**src/rtl/div_pipe_elastic_pkg.sv**
```systemverilog
// Shared constants and cost helpers for the elastic restoring divider.
// Cell transistor counts feed the static `number` report of each instance.
package div_pipe_elastic_pkg;

    localparam int NUM_W    = 51;
    localparam int T_FS1    = 28;
    localparam int T_HS1    = 14;
    localparam int T_NOR2   = 4;
    localparam int T_MUX21H = 12;
    localparam int T_REGP   = 26;

    typedef logic [NUM_W-1:0] num_t;

    function automatic int depth(input int a_w, input int step);
        return a_w / step;
    endfunction

    // aq (dividend shifting out, quotient shifting in), divisor, remainder, dz, tag
    function automatic int rec_w(input int a_w, input int b_w, input int tag_w);
        return a_w + b_w + 1 + tag_w + b_w;
    endfunction

    function automatic longint step_cost(input int b_w, input int pos);
        int gated;
        gated = (pos + 1 < b_w) ? (b_w - 1 - pos) : 0;
        return longint'(b_w * T_FS1 + T_HS1 + gated * T_NOR2 + b_w * T_MUX21H);
    endfunction

    // Each record bit plus the valid bit costs one flop and one hold mux.
    function automatic longint bank_cost(input int rec);
        return longint'((rec + 1) * (T_REGP + T_MUX21H));
    endfunction

endpackage

```
**src/rtl/div_pipe_elastic_step.sv**
```systemverilog
// One restoring division step: shift in a dividend bit, trial-subtract, restore.
// POS is the global step index; divisor bits above it cannot fit and force q = 0.
module div_step
    import div_pipe_elastic_pkg::*;
#(
    parameter int B_W = 5,
    parameter int POS = 0
) (
    input  logic [B_W-1:0]   i_r,
    input  logic             i_bit,
    input  logic [B_W-1:0]   i_b,
    output logic [B_W-1:0]   o_r,
    output logic             o_q,
    output logic [NUM_W-1:0] number
);

    logic [B_W:0]   w_p;
    logic [B_W-1:0] w_diff;
    logic           w_ge;
    logic           w_hi_clear;

    assign w_p    = {i_r, i_bit};
    assign w_ge   = (w_p >= {1'b0, i_b});
    // p - b < b whenever it is taken, so the low B_W bits are exact.
    assign w_diff = w_p[B_W-1:0] - i_b;

    generate
        if (POS + 1 < B_W) begin : g_gate
            assign w_hi_clear = ~|i_b[B_W-1:POS+1];
        end else begin : g_nogate
            assign w_hi_clear = 1'b1;
        end
    endgenerate

    assign o_q    = w_ge & w_hi_clear;
    assign o_r    = o_q ? w_diff : w_p[B_W-1:0];
    assign number = NUM_W'(step_cost(B_W, POS));

endmodule

```
**src/rtl/div_pipe_elastic.sv**
```systemverilog
// Elastic pipelined restoring unsigned divider with valid/ready backpressure,
// bubble collapsing, divide-by-zero flag and a pass-through tag.
module div_pipe_elastic
    import div_pipe_elastic_pkg::*;
#(
    parameter int A_W       = 8,
    parameter int B_W       = 5,
    parameter int PIPE_STEP = 1,
    parameter int TAG_W     = 4
) (
    input  logic             clk,
    input  logic             rst_n,
    input  logic             i_in_valid,
    output logic             i_in_ready,
    input  logic [A_W-1:0]   i_a,
    input  logic [B_W-1:0]   i_b,
    input  logic [TAG_W-1:0] i_tag,
    output logic             o_out_valid,
    input  logic             o_out_ready,
    output logic [A_W-1:0]   o_q,
    output logic [B_W-1:0]   o_r,
    output logic             o_dz,
    output logic [TAG_W-1:0] o_tag,
    output logic [50:0]      number
);

    localparam int L     = depth(A_W, PIPE_STEP);
    localparam int REC_W = rec_w(A_W, B_W, TAG_W);

    generate
        if ((A_W % PIPE_STEP) != 0 || B_W < 2 || A_W < B_W || TAG_W < 1) begin : g_bad_params
            $error("div_pipe_elastic: illegal parameter combination");
        end
    endgenerate

    logic [L-1:0]     r_v;
    logic [L-1:0]     r_dz;
    logic [A_W-1:0]   r_aq  [L];
    logic [B_W-1:0]   r_b   [L];
    logic [B_W-1:0]   r_r   [L];
    logic [TAG_W-1:0] r_tag [L];

    logic [L-1:0]     w_adv;
    logic [L-1:0]     w_vld_s;
    logic [L-1:0]     w_dz_s;
    logic [A_W-1:0]   w_aq_s [L];
    logic [B_W-1:0]   w_b_s  [L];
    logic [B_W-1:0]   w_r_s  [L];
    logic [TAG_W-1:0] w_tag_s[L];
    logic [A_W-1:0]   w_aq_n [L];
    logic [B_W-1:0]   w_r_n  [L];
    logic [NUM_W-1:0] w_step_num [L*PIPE_STEP];
    logic [NUM_W-1:0] w_num;

    genvar k, j;
    generate
        for (k = 0; k < L; k++) begin : g_bank
            // A bank may advance if any bank at or beyond it is empty, or the sink drains.
            assign w_adv[k] = o_out_ready | ~&r_v[L-1:k];

            if (k == 0) begin : g_src_in
                assign w_vld_s[k] = i_in_valid;
                assign w_aq_s[k]  = i_a;
                assign w_b_s[k]   = i_b;
                assign w_r_s[k]   = '0;
                assign w_dz_s[k]  = (i_b == '0);
                assign w_tag_s[k] = i_tag;
            end else begin : g_src_prev
                assign w_vld_s[k] = r_v[k-1];
                assign w_aq_s[k]  = r_aq[k-1];
                assign w_b_s[k]   = r_b[k-1];
                assign w_r_s[k]   = r_r[k-1];
                assign w_dz_s[k]  = r_dz[k-1];
                assign w_tag_s[k] = r_tag[k-1];
            end

            logic [A_W-1:0] w_aq_c [PIPE_STEP+1];
            logic [B_W-1:0] w_r_c  [PIPE_STEP+1];
            assign w_aq_c[0] = w_aq_s[k];
            assign w_r_c[0]  = w_r_s[k];

            for (j = 0; j < PIPE_STEP; j++) begin : g_step
                logic w_q;
                div_step #(
                    .B_W (B_W),
                    .POS (k*PIPE_STEP + j)
                ) u_step (
                    .i_r    (w_r_c[j]),
                    .i_bit  (w_aq_c[j][A_W-1]),
                    .i_b    (w_b_s[k]),
                    .o_r    (w_r_c[j+1]),
                    .o_q    (w_q),
                    .number (w_step_num[k*PIPE_STEP + j])
                );
                assign w_aq_c[j+1] = {w_aq_c[j][A_W-2:0], w_q};
            end

            assign w_aq_n[k] = w_aq_c[PIPE_STEP];
            assign w_r_n[k]  = w_r_c[PIPE_STEP];
        end
    endgenerate

    always_ff @(posedge clk or negedge rst_n) begin
        if (!rst_n) begin
            r_v  <= '0;
            r_dz <= '0;
            for (int n = 0; n < L; n++) begin
                r_aq[n]  <= '0;
                r_b[n]   <= '0;
                r_r[n]   <= '0;
                r_tag[n] <= '0;
            end
        end else begin
            for (int n = 0; n < L; n++) begin
                if (w_adv[n]) begin
                    r_v[n]   <= w_vld_s[n];
                    r_aq[n]  <= w_aq_n[n];
                    r_b[n]   <= w_b_s[n];
                    r_r[n]   <= w_r_n[n];
                    r_dz[n]  <= w_dz_s[n];
                    r_tag[n] <= w_tag_s[n];
                end
            end
        end
    end

    always_comb begin
        w_num = NUM_W'(L) * NUM_W'(bank_cost(REC_W));
        for (int n = 0; n < L*PIPE_STEP; n++) begin
            w_num = w_num + w_step_num[n];
        end
    end

    assign i_in_ready  = w_adv[0];
    assign o_out_valid = r_v[L-1];
    assign o_q         = r_aq[L-1];
    assign o_r         = r_r[L-1];
    assign o_dz        = r_dz[L-1];
    assign o_tag       = r_tag[L-1];
    assign number      = w_num;

endmodule

```
**config.mk**
```make
export PLATFORM = sky130hd
export DESIGN_NAME = div_pipe_elastic
export DESIGN_NICKNAME = d
export VERILOG_FILES = /design/src/rtl/div_pipe_elastic_pkg.sv /design/src/rtl/div_pipe_elastic_step.sv /design/src/rtl/div_pipe_elastic.sv
export SDC_FILE = /design/constraint.sdc
export NUM_CORES = 1
export LEC_CHECK = 0
export ABC_AREA = 1
export BUFFER_PORTS_ARGS = -buffer_cell sky130_fd_sc_hd__buf_4
export CAP_MARGIN = 40
export CORE_MARGIN = 2
export CORE_UTILIZATION = 41
export CTS_CLUSTER_SIZE = 12
export DETAILED_ROUTE_END_ITERATION = 10
export SETUP_SLACK_MARGIN = 0.3
export SYNTH_ARGS = -nofsm -noshare
export SYNTH_HDL_FRONTEND = slang
export SYNTH_SLANG_ARGS = --single-unit
export TNS_END_PERCENT = 30
```
**constraint.sdc**
```tcl
create_clock -name clk -period 2.17 [get_ports clk]
set_input_delay 0.1085 -clock clk [delete_from_list [all_inputs] [get_ports clk]]
set_output_delay 0.1085 -clock clk [all_outputs]
set_load 0.05 [all_outputs]
```
==> metrics.csv, run 1 <==
metric,value,unit
status,completed,
globalRouteOverflowTotal,0,
vias_per_cell,4.614,
coreArea,22430,µm²
post-place-ws,0.1819,ns
fmaxAchievable,538.2,MHz
fin_crit_sh,85.62,%
n_antenna_cell,0,
final_cell_mix,"nand2_1, dfrtp_1, inv_1, o21ai_0, nand3_1",
ir_worst_vdd,0.5787,mV
final_common_cell,nand2_1,
fillers,2183,
clockBufferDepth,2,
wirelength,18670,µm
tritoncts,done,
start_kind,flop,
cts_num_sinks,187,
wire_per_inst,12.59,µm
synthMuxAreaShare,0,%
syn_inst,1110,
synth_cell_type_count,33,
power_density,1427,nW/µm²
syn-mean-instance-area,8.373,µm²
clock_latency,0.43,ns
switching_power,6.388,mW
syn_area,9294,µm²
path_max_fanout,5,
endpoint_kind,flop,
fin_nets,1251,
fin_setup_tns,0,ns
min_path_type,in2reg,
ys_warn_count,0,
switching_share,41.19,%
drv_cap,0,
p_seq_share,34.5,%
synth-compound-area-share,6.704,%
required,2.48,ns
synth_top_family_by_area,simple AND/OR/NAND/NOR gates,
cts_made_buffers,17,
die_w,154.6,µm
synth_adder_area_share,6.489,%
final_design_area_no_fill,10860,µm²
synth-xor-area-share,0.9424,%
hold_slack,0.01090,ns
initial_core_util,41.43,%
grt_pass1_vias,6595,
fin_util,48.43,%
skew,0.01218,ns
clkPwrFrac,20.2,%
drive_gt1_share,13.77,%
power,15.51,mW
setup_viol,0,
internal_power,9.120,mW
vias,6842,
die_height,154.6,µm
rows,55,
fin_cells,1483,
grt_max_degree,62,
grt_pass1_wl,32120,µm
yosys_register_bits,187,
clk_pin_slew,0.07,ns
io_buffers,40,
drtPass1Iterations,5,
drv_slew,0,
clockRootBuffer,clkbuf_16,
hpwl,13070,µm
grt_usage,16.38,%
worst-setup-path-type,reg2reg,
dieArea,23890,µm²
io_pins,92,
area.growth.synth_to_final,16.90,%
route.detailed.drc,0,
cp.arrival,2.17,ns
dp_cells,1415,
synth-simple-area-share,24.92,%
power.leakage,5.677,nW
min_path_cells,3,
worst_pin_slew,0.7019,ns
placed_area,9757,µm²
ant_nets,0,
comb_power_share,45.4,%
drtIter0Drc,367,
rsz0062_at_grt,true,
htree_num_levels,4,
synth-seq-area-share,50.35,%
routabilityCongestion,0.8544,
antenna_found_initial,0,
fin_crit,1.858,ns
slew_headroom,53.15,%
r2r_cells,11,
layout_setup_ws,0.3120,ns
final_hold_viol_count,0,
[cells in the mapped netlist]
cell      instances  area (µm²)
a21o_1            1       7.510
inv_1           112       420.4
clkbuf_1         15       56.30
nand3b_1         12       90.09
a21boi_0          1       7.510
xnor2_1          10       87.58
nand4_2           1       12.51
or2_2             7       43.79
buf_2            13       65.06
o21a_1            5       37.54
nor2_8            1       20.02
nand4_1          12       75.07
nand2_4           1       11.26
nand2_1         387        1453
a31oi_1           2       12.51
buf_4            56       420.4
o21bai_1          1       7.510
buf_1             2       7.510
nor3_1            5       25.02
nor2_4            2       22.52
ha_1             37       462.9
clkinv_1          1       3.750
nand3_1          80       400.4
o21ai_1           8       40.04
conb_1            2       7.510
fa_1              7       140.1
a21oi_1          13       65.06
o21ai_0          89       445.4
nor2_1           37       138.9
inv_2             1       3.750
nand3_4           1       17.52
nor2_2            1       6.260
dfrtp_1         187        4679
[flip-flops by register name (all words and copies together), names as in the netlist, 5 cells and up]
name and cells:
g_bank.w_r_c 35, r_dz 8, g_bank.w_aq_c 56, r_v 8, r_tag 28, o_q 8
o_r 5, r_b 35
[worst max-delay path: stages (launching register included)]
cell and delay, ns:
dfrtp_1 0.39, inv_2 0.06, ha_1 0.14, inv_1 0.07, fa_2 0.40, nand3_2 0.11, nand2_2 0.08, nand2_4 0.11
buf_4 0.12, nand3b_1 0.08, nand3_1 0.12, nand2_1 0.06
[path summary, 6_finish.rpt]
kind / from / end / slack, ns
worst max-delay path: g_bank[7].w_aq_c[15] / o_r[3] / 0.31
max in group asynchronous: rst_n / o_tag[2] / 1.14
worst max register to register: g_bank[7].w_aq_c[15] / o_r[3] / 0.31
worst min register to register: g_bank[7].w_aq_c[6] / o_q[6] / 0.46
worst min-delay path: i_a[7] / g_bank[1].w_r_c[5] / 0.01
min in group asynchronous: rst_n / r_b[8] / 0.25
[power groups by stage]
stage / Combinational (mW) / Sequential, mW / Clock, mW
floorplan: 4.67 / 5.52 / 0
CTS: 6.45 / 5.34 / 3.20
global placement: 6.12 / 5.38 / 0
finish: 7.03 / 5.34 / 3.13
global route: 8.07 / 5.49 / 3.35
detailed placement: 6.23 / 5.40 / 0
[metal layers]
layer  track usage, %  wire length [µm]  up-vias
met4            3.704               170        0
met1            21.92              8941     3169
met5                0                 0        -
li1                 -                 -     3571
met2            27.72              9048       91
met3            3.166               513       11
[cell type report]
type	instances	area, µm²	area share, %
Tap cell	285	356.6	3.282
Timing Repair Buffer	93	790.8	7.279
Sequential cell	187	4679	43.07
Inverter	114	427.9	3.939
Clock buffer	20	456.7	4.204
Multi-Input combinational cell	773	4016	36.97
Clock inverter	11	136.4	1.255
[kinds of logic (layout without fill, tap and decap cells)]
family,count (synthesis),after routing
AOI/OAI and AO/OA,120,120
DFF,187,187
xor gates and xnor gates,10,10
adders and majority gates,44,44
other,2,51
and+or+nand+nor,547,548
buffers and inverters,200,238
[repair_timing]
action,CTS,global route
buffers inserted,3,15
resized for setup,16,44
hold endpoints to repair,75,0
pin swaps,4,16
endpoints found under the setup margin,30,41
gates cloned,1,0
hold buffers,18,0
No activity file was read; power rests on OpenSTA's default activity.
==> run 2: changes to the inputs <==
--- a/config.mk
+++ b/config.mk
@@ -12,6 +12,7 @@
 export CORE_UTILIZATION = 41
 export CTS_CLUSTER_SIZE = 12
 export DETAILED_ROUTE_END_ITERATION = 10
+export GPL_TIMING_DRIVEN = 1
 export SETUP_SLACK_MARGIN = 0.3
 export SYNTH_ARGS = -nofsm -noshare
 export SYNTH_HDL_FRONTEND = slang
==> constraint.sdc (replaced) <==
create_clock -name clk -period 1.9 [get_ports clk]
set_input_delay 0.095 -clock clk [delete_from_list [all_inputs] [get_ports clk]]
set_output_delay 0.095 -clock clk [all_outputs]
set_load 0.05 [all_outputs]
==> run 2 against run 1 <==
Net effect: register-to-register slack worse by 0.22 ns; worst hold slack better by 0.027 ns; total power up 22%; first-iteration DRC count is 7.1% lower; die area is the same; critical path depth increased by 1; cell count grew 1.5%; global-route usage increased by 0.72 points; clock power grew 18%; core utilization up 2.2 points; clock-buffer cell count is 3 lower; critical path type unchanged; critical endpoint is now g_bank[2].w_r_c[7].
==> metrics.csv, run 2 (synthesized netlist as in run 1, its figures left out) <==
metric,value,unit
status,completed,
worst-setup-path-type,reg2reg,
cp_num_buf_inv,2,
clockRootBuffer,clkbuf_16,
rsz0062_at_grt,true,
largest_reg_flops,56,
die_w,154.6,µm
vias,7096,
fin_crit,1.812,ns
fillers,2156,
tritoncts,done,
internal_power,10.89,mW
clock_latency,0.44,ns
hold_slack,0.03759,ns
htree_num_levels,4,
fin_nets,1272,
hpwl,13160,µm
drv_slew,0,
fin_crit_sh,95.35,%
clkPwrFrac,19.4,%
slowest_delay,0.39,ns
globalRouteOverflowTotal,0,
die_height,154.6,µm
clk_pin_slew,0.08,ns
start_kind,flop,
rows,55,
power_density,1670,nW/µm²
final_cell_mix,"nand2_1, dfrtp_1, inv_1, buf_4, o21ai_0",
worst_pin_slew,0.7163,ns
antenna_found_initial,0,
initial_core_util,41.43,%
coreArea,22430,µm²
required,2.22,ns
critPathTopFamily,simple AND/OR/NAND/NOR gates,
comb_power_share,48.2,%
post-place-ws,0.07990,ns
io_pins,92,
p_seq_share,32.4,%
min_path_type,in2reg,
grt_pass1_vias,6863,
seq_area,4681,µm²
fmaxAchievable,552.0,MHz
placed_area,9821,µm²
final_common_cell,nand2_1,
ant_nets,0,
route.detailed.drc,0,
drv_cap,0,
drtIter0Drc,341,
crit_chain,"inv_2, ha_4, inv_4, fa_2, nand3_2, nand3_2, nand2_2, nand2_4, nand2_4, nand2_1, nand3_1, nand2_1",
n_antenna_cell,0,
vias_per_cell,4.715,
final_hold_viol_count,0,
area.growth.synth_to_final,22.19,%
switching_share,42.55,%
endpoint_kind,flop,
final_design_area_no_fill,11360,µm²
clockBufferDepth,2,
wire_per_inst,13.40,µm
io_buffers,40,
drive_gt1_share,19.84,%
grt_max_degree,72,
grt_usage,17.10,%
grt_pass1_wl,33380,µm
cts_num_sinks,187,
power.leakage,5.847,nW
layout_setup_ws,0.08840,ns
multiInputGateArea,4298,µm²
skew,0.01284,ns
slowest_stage,fa_2,
setup_viol,0,
cp.arrival,2.14,ns
ir_worst_vdd,0.6280,mV
dieArea,23890,µm²
path_max_fanout,6,
wirelength,20170,µm
drtPass1Iterations,5,
switching_power,8.070,mW
routabilityCongestion,0.8439,
slew_headroom,52.19,%
fin_util,50.62,%
cts_made_buffers,17,
[run 2: cell count changes in the layout (fill, tap and decap cells not counted), moves of 4 or more]
cell,change
inv_1,-5
nand3_1,-14
nand3_2,+10
nand2_4,+5
ha_4,+6
nand2_1,-13
ha_1,-9
nand2_2,+9
buf_4,+18
inv_8,+5
clkinv_8,+4
o21ai_1,+5
o21ai_0,-6
[run 2: worst paths after layout]
kind	start	to	slack, ns	cells after the start
min in group asynchronous	rst_n	r_b[13]	0.12	2
max in group asynchronous	rst_n	r_v[7]	1.11	3
setup / recovery	g_bank[1].w_aq_c[15]	g_bank[2].w_r_c[7]	0.09	12
hold reg to reg	r_tag[16]	r_tag[12]	0.47	2
setup reg to reg	g_bank[1].w_aq_c[15]	g_bank[2].w_r_c[7]	0.09	12
hold / removal	i_a[7]	g_bank[1].w_r_c[5]	0.04	3
[run 2: area by class of cell]
| class | count | area share, % |
|---|---|---|
| Sequential cell | 187 | 41.22 |
| Inverter | 114 | 3.823 |
| Clock inverter | 15 | 1.719 |
| Clock buffer | 17 | 3.746 |
| Multi-Input combinational cell | 773 | 37.85 |
| Timing Repair Buffer | 113 | 8.462 |
| Timing Repair inverter | 1 | 0.04407 |
| Tap cell | 285 | 3.140 |
[run 2: worst reg2reg max path, stage by stage, from the launching register on]
cell     delay [ns]
dfrtp_1        0.37
inv_2          0.09
ha_4           0.14
inv_4          0.04
fa_2           0.39
nand3_2        0.09
nand3_2        0.10
nand2_2        0.10
nand2_4        0.08
nand2_4        0.12
nand2_1        0.06
nand3_1        0.06
nand2_1        0.05
[run 2: through the flow]
step / total power, mW / std cells / setup TNS [ns]
floorplan: 11.79 / 1159 / 0
global placement: 13.28 / 1415 / 0
detailed placement: 13.45 / 1415 / 0
CTS: 18.17 / 1486 / 0
global route: 20.49 / 1505 / -0.01450
finish: 18.96 / 1505 / 0
[run 2: routing by layer]
metal	GRT usage, %	part of all wire [%]	wire [µm]	vias up
met5	0	0	0	-
met2	29.17	49	9975	100
met3	2.970	2.5	507	27
met1	22.80	46	9313	3344
met4	4.189	1.8	371	0
li1	-	-	-	3625
[run 2: power by group through the flow]
| stage | clock (mW) | combinational, mW | sequential (mW) |
|---|---|---|---|
| CTS | 3.77 | 8.28 | 6.12 |
| floorplan | 0 | 5.49 | 6.30 |
| detailed placement | 0 | 7.27 | 6.18 |
| global placement | 0 | 7.14 | 6.14 |
| finish | 3.68 | 9.13 | 6.15 |
| global route | 3.92 | 10.2 | 6.32 |
[run 2: timing repair]
action	CTS	global route
gates cloned	0	2
setup endpoints to repair	54	81
hold buffers	18	0
pin swaps	23	34
hold endpoints to repair	206	0
buffers inserted	21	17
resized for setup	62	51
==> run 3: changes to the inputs <==
==> constraint.sdc (replaced) <==
create_clock -name clk -period 1.68 [get_ports clk]
set_input_delay 0.084 -clock clk [delete_from_list [all_inputs] [get_ports clk]]
set_output_delay 0.084 -clock clk [all_outputs]
set_load 0.05 [all_outputs]
==> run 3 against run 2 <==
Net effect: the flow now finishes with violations (negative setup slack); critical path type unchanged; core utilization is 2.5 points higher; sequential share of layout area is 1.9 points lower; routed wire length is 3.7% higher; register-to-register slack worse by 0.10 ns; via count is 1.8% higher; worst hold slack better by 0.0051 ns; critical path depth is 3 lower; cell count is 2.0% higher; total power is 21% higher.
==> metrics.csv, run 3 (synthesized netlist as in run 1, its figures left out) <==
metric,value,unit
status,finished with violations,
violations,negative setup slack,
fin_crit,1.696,ns
fin_crit_sh,101.0,%
die_height,154.6,µm
hp-start,i_a[7],
clockRootBuffer,clkbuf_16,
fmaxAchievable,589.5,MHz
placed_area,10210,µm²
dieArea,23890,µm²
vias_per_cell,4.705,
largest_reg_flops,56,
r2r_start,g_bank[3].w_aq_c[15],
die_w,154.6,µm
slowest_delay,0.37,ns
clockBufferDepth,2,
cts_num_sinks,187,
wirelength,20910,µm
drtPass1Iterations,5,
grt_usage,17.67,%
power_density,1923,nW/µm²
slew_headroom,59.43,%
cp.arrival,2.02,ns
rows,55,
start_kind,flop,
slowest_stage,dfrtp_1,
startpoint,g_bank[3].w_aq_c[15],
routabilityCongestion,0.8372,
area.growth.synth_to_final,28.26,%
io_pins,92,
io_buffers,40,
endpoint_kind,flop,
grt_pass1_wl,34510,µm
coreArea,22430,µm²
min_path_type,in2reg,
antenna_found_initial,0,
hpwl,13710,µm
power.leakage,6.039,nW
setup_viol,4,
required,2.00,ns
globalRouteOverflowTotal,0,
path_max_fanout,2,
drtIter0Drc,338,
n_antenna_cell,0,
layout_setup_ws,-0.01643,ns
clock_latency,0.43,ns
ant_nets,0,
grt_pass1_vias,7056,
fin_nets,1302,
clk_pin_slew,0.07,ns
fin_setup_tns,-0.03175,ns
grt_max_degree,49,
power,22.92,mW
final_hold_viol_count,0,
cts_made_buffers,17,
cpMostUsedCell,nand3_2,
route.detailed.drc,0,
vias,7222,
wire_per_inst,13.62,µm
crit_chain,"inv_2, ha_4, inv_4, fa_2, buf_4, xnor2_1, nand3_2, nand3_2, nand2_1",
final_cell_mix,"nand2_1, dfrtp_1, buf_4, inv_1, o21ai_0",
drv_slew,0,
tritoncts,done,
drv_cap,0,
initial_core_util,41.43,%
skew,0.01244,ns
drive_gt1_share,27.60,%
worst_pin_slew,0.6064,ns
worst-setup-path-type,reg2reg,
ir_worst_vdd,0.7591,mV
htree_num_levels,4,
final_common_cell,nand2_1,
rsz0062_at_grt,true,
final_design_area_no_fill,11920,µm²
[run 3: final cells by class]
class	instances	area, µm²
Multi-Input combinational cell	774	4632
Timing Repair Buffer	143	1251
Clock inverter	14	123.9
Fill cell	2046	10510
Tap cell	285	356.6
Sequential cell	187	4682
Clock buffer	18	439.2
Inverter	114	435.4
[run 3: worst max-delay path: cells and delay by family, from the launching register on]
family / cells / cell delay (ns)
buf+inv: 3 / 0.24
xor+xnor: 1 / 0.25
flops: 1 / 0.37
fa+ha+maj: 2 / 0.47
simple gates: 3 / 0.25
[run 3: power breakdown]
| group | switching [mW] | total (mW) | leakage (nW) | internal, mW |
|---|---|---|---|---|
| combinational | 7.00 | 12.1 | 3.45 | 5.10 |
| sequential | 0.967 | 6.96 | 2.31 | 5.99 |
| clock | 1.87 | 3.86 | 0.274 | 2.00 |
[run 3: routing by layer]
layer,up-vias,wire [µm],global-route usage (%),part of all wire (%)
met5,-,0,0,0
met4,0,287,4.277,1.4
met3,23,396,3.138,1.9
met2,76,10700,30.93,51
met1,3448,9522,22.85,46
li1,3675,-,-,-
[run 3: through the flow]
step	instances	hold WS, ns	utilization [%]	setup WS, ns
floorplan	1159	-0.2116	-	0.06113
global placement	1448	0.07490	45.49	0.01487
detailed placement	1448	0.07799	45.49	-0.04808
CTS	1523	0.02868	50.95	0.002284
global route	1535	0.07018	53.13	-0.1208
finish	1535	0.04267	53.13	-0.01643
[run 3: repair_timing]
action,CTS,global route
buffers inserted,24,11
cloned,1,1
pin swaps,34,65
hold buffers,18,0
resized for setup,71,107
hold endpoints to repair,97,0
endpoints found under the setup margin,99,129
[run 3: worst paths after layout]
kind	endpoint	slack, ns	cells past startpoint
max	g_bank[4].w_r_c[7]	-0.02	9
min in group asynchronous	r_b[13]	0.17	2
min reg2reg	r_tag[15]	0.47	2
min	g_bank[1].w_r_c[5]	0.04	3
max in group asynchronous	r_v[0]	0.87	3
max reg2reg	g_bank[4].w_r_c[7]	-0.02	9
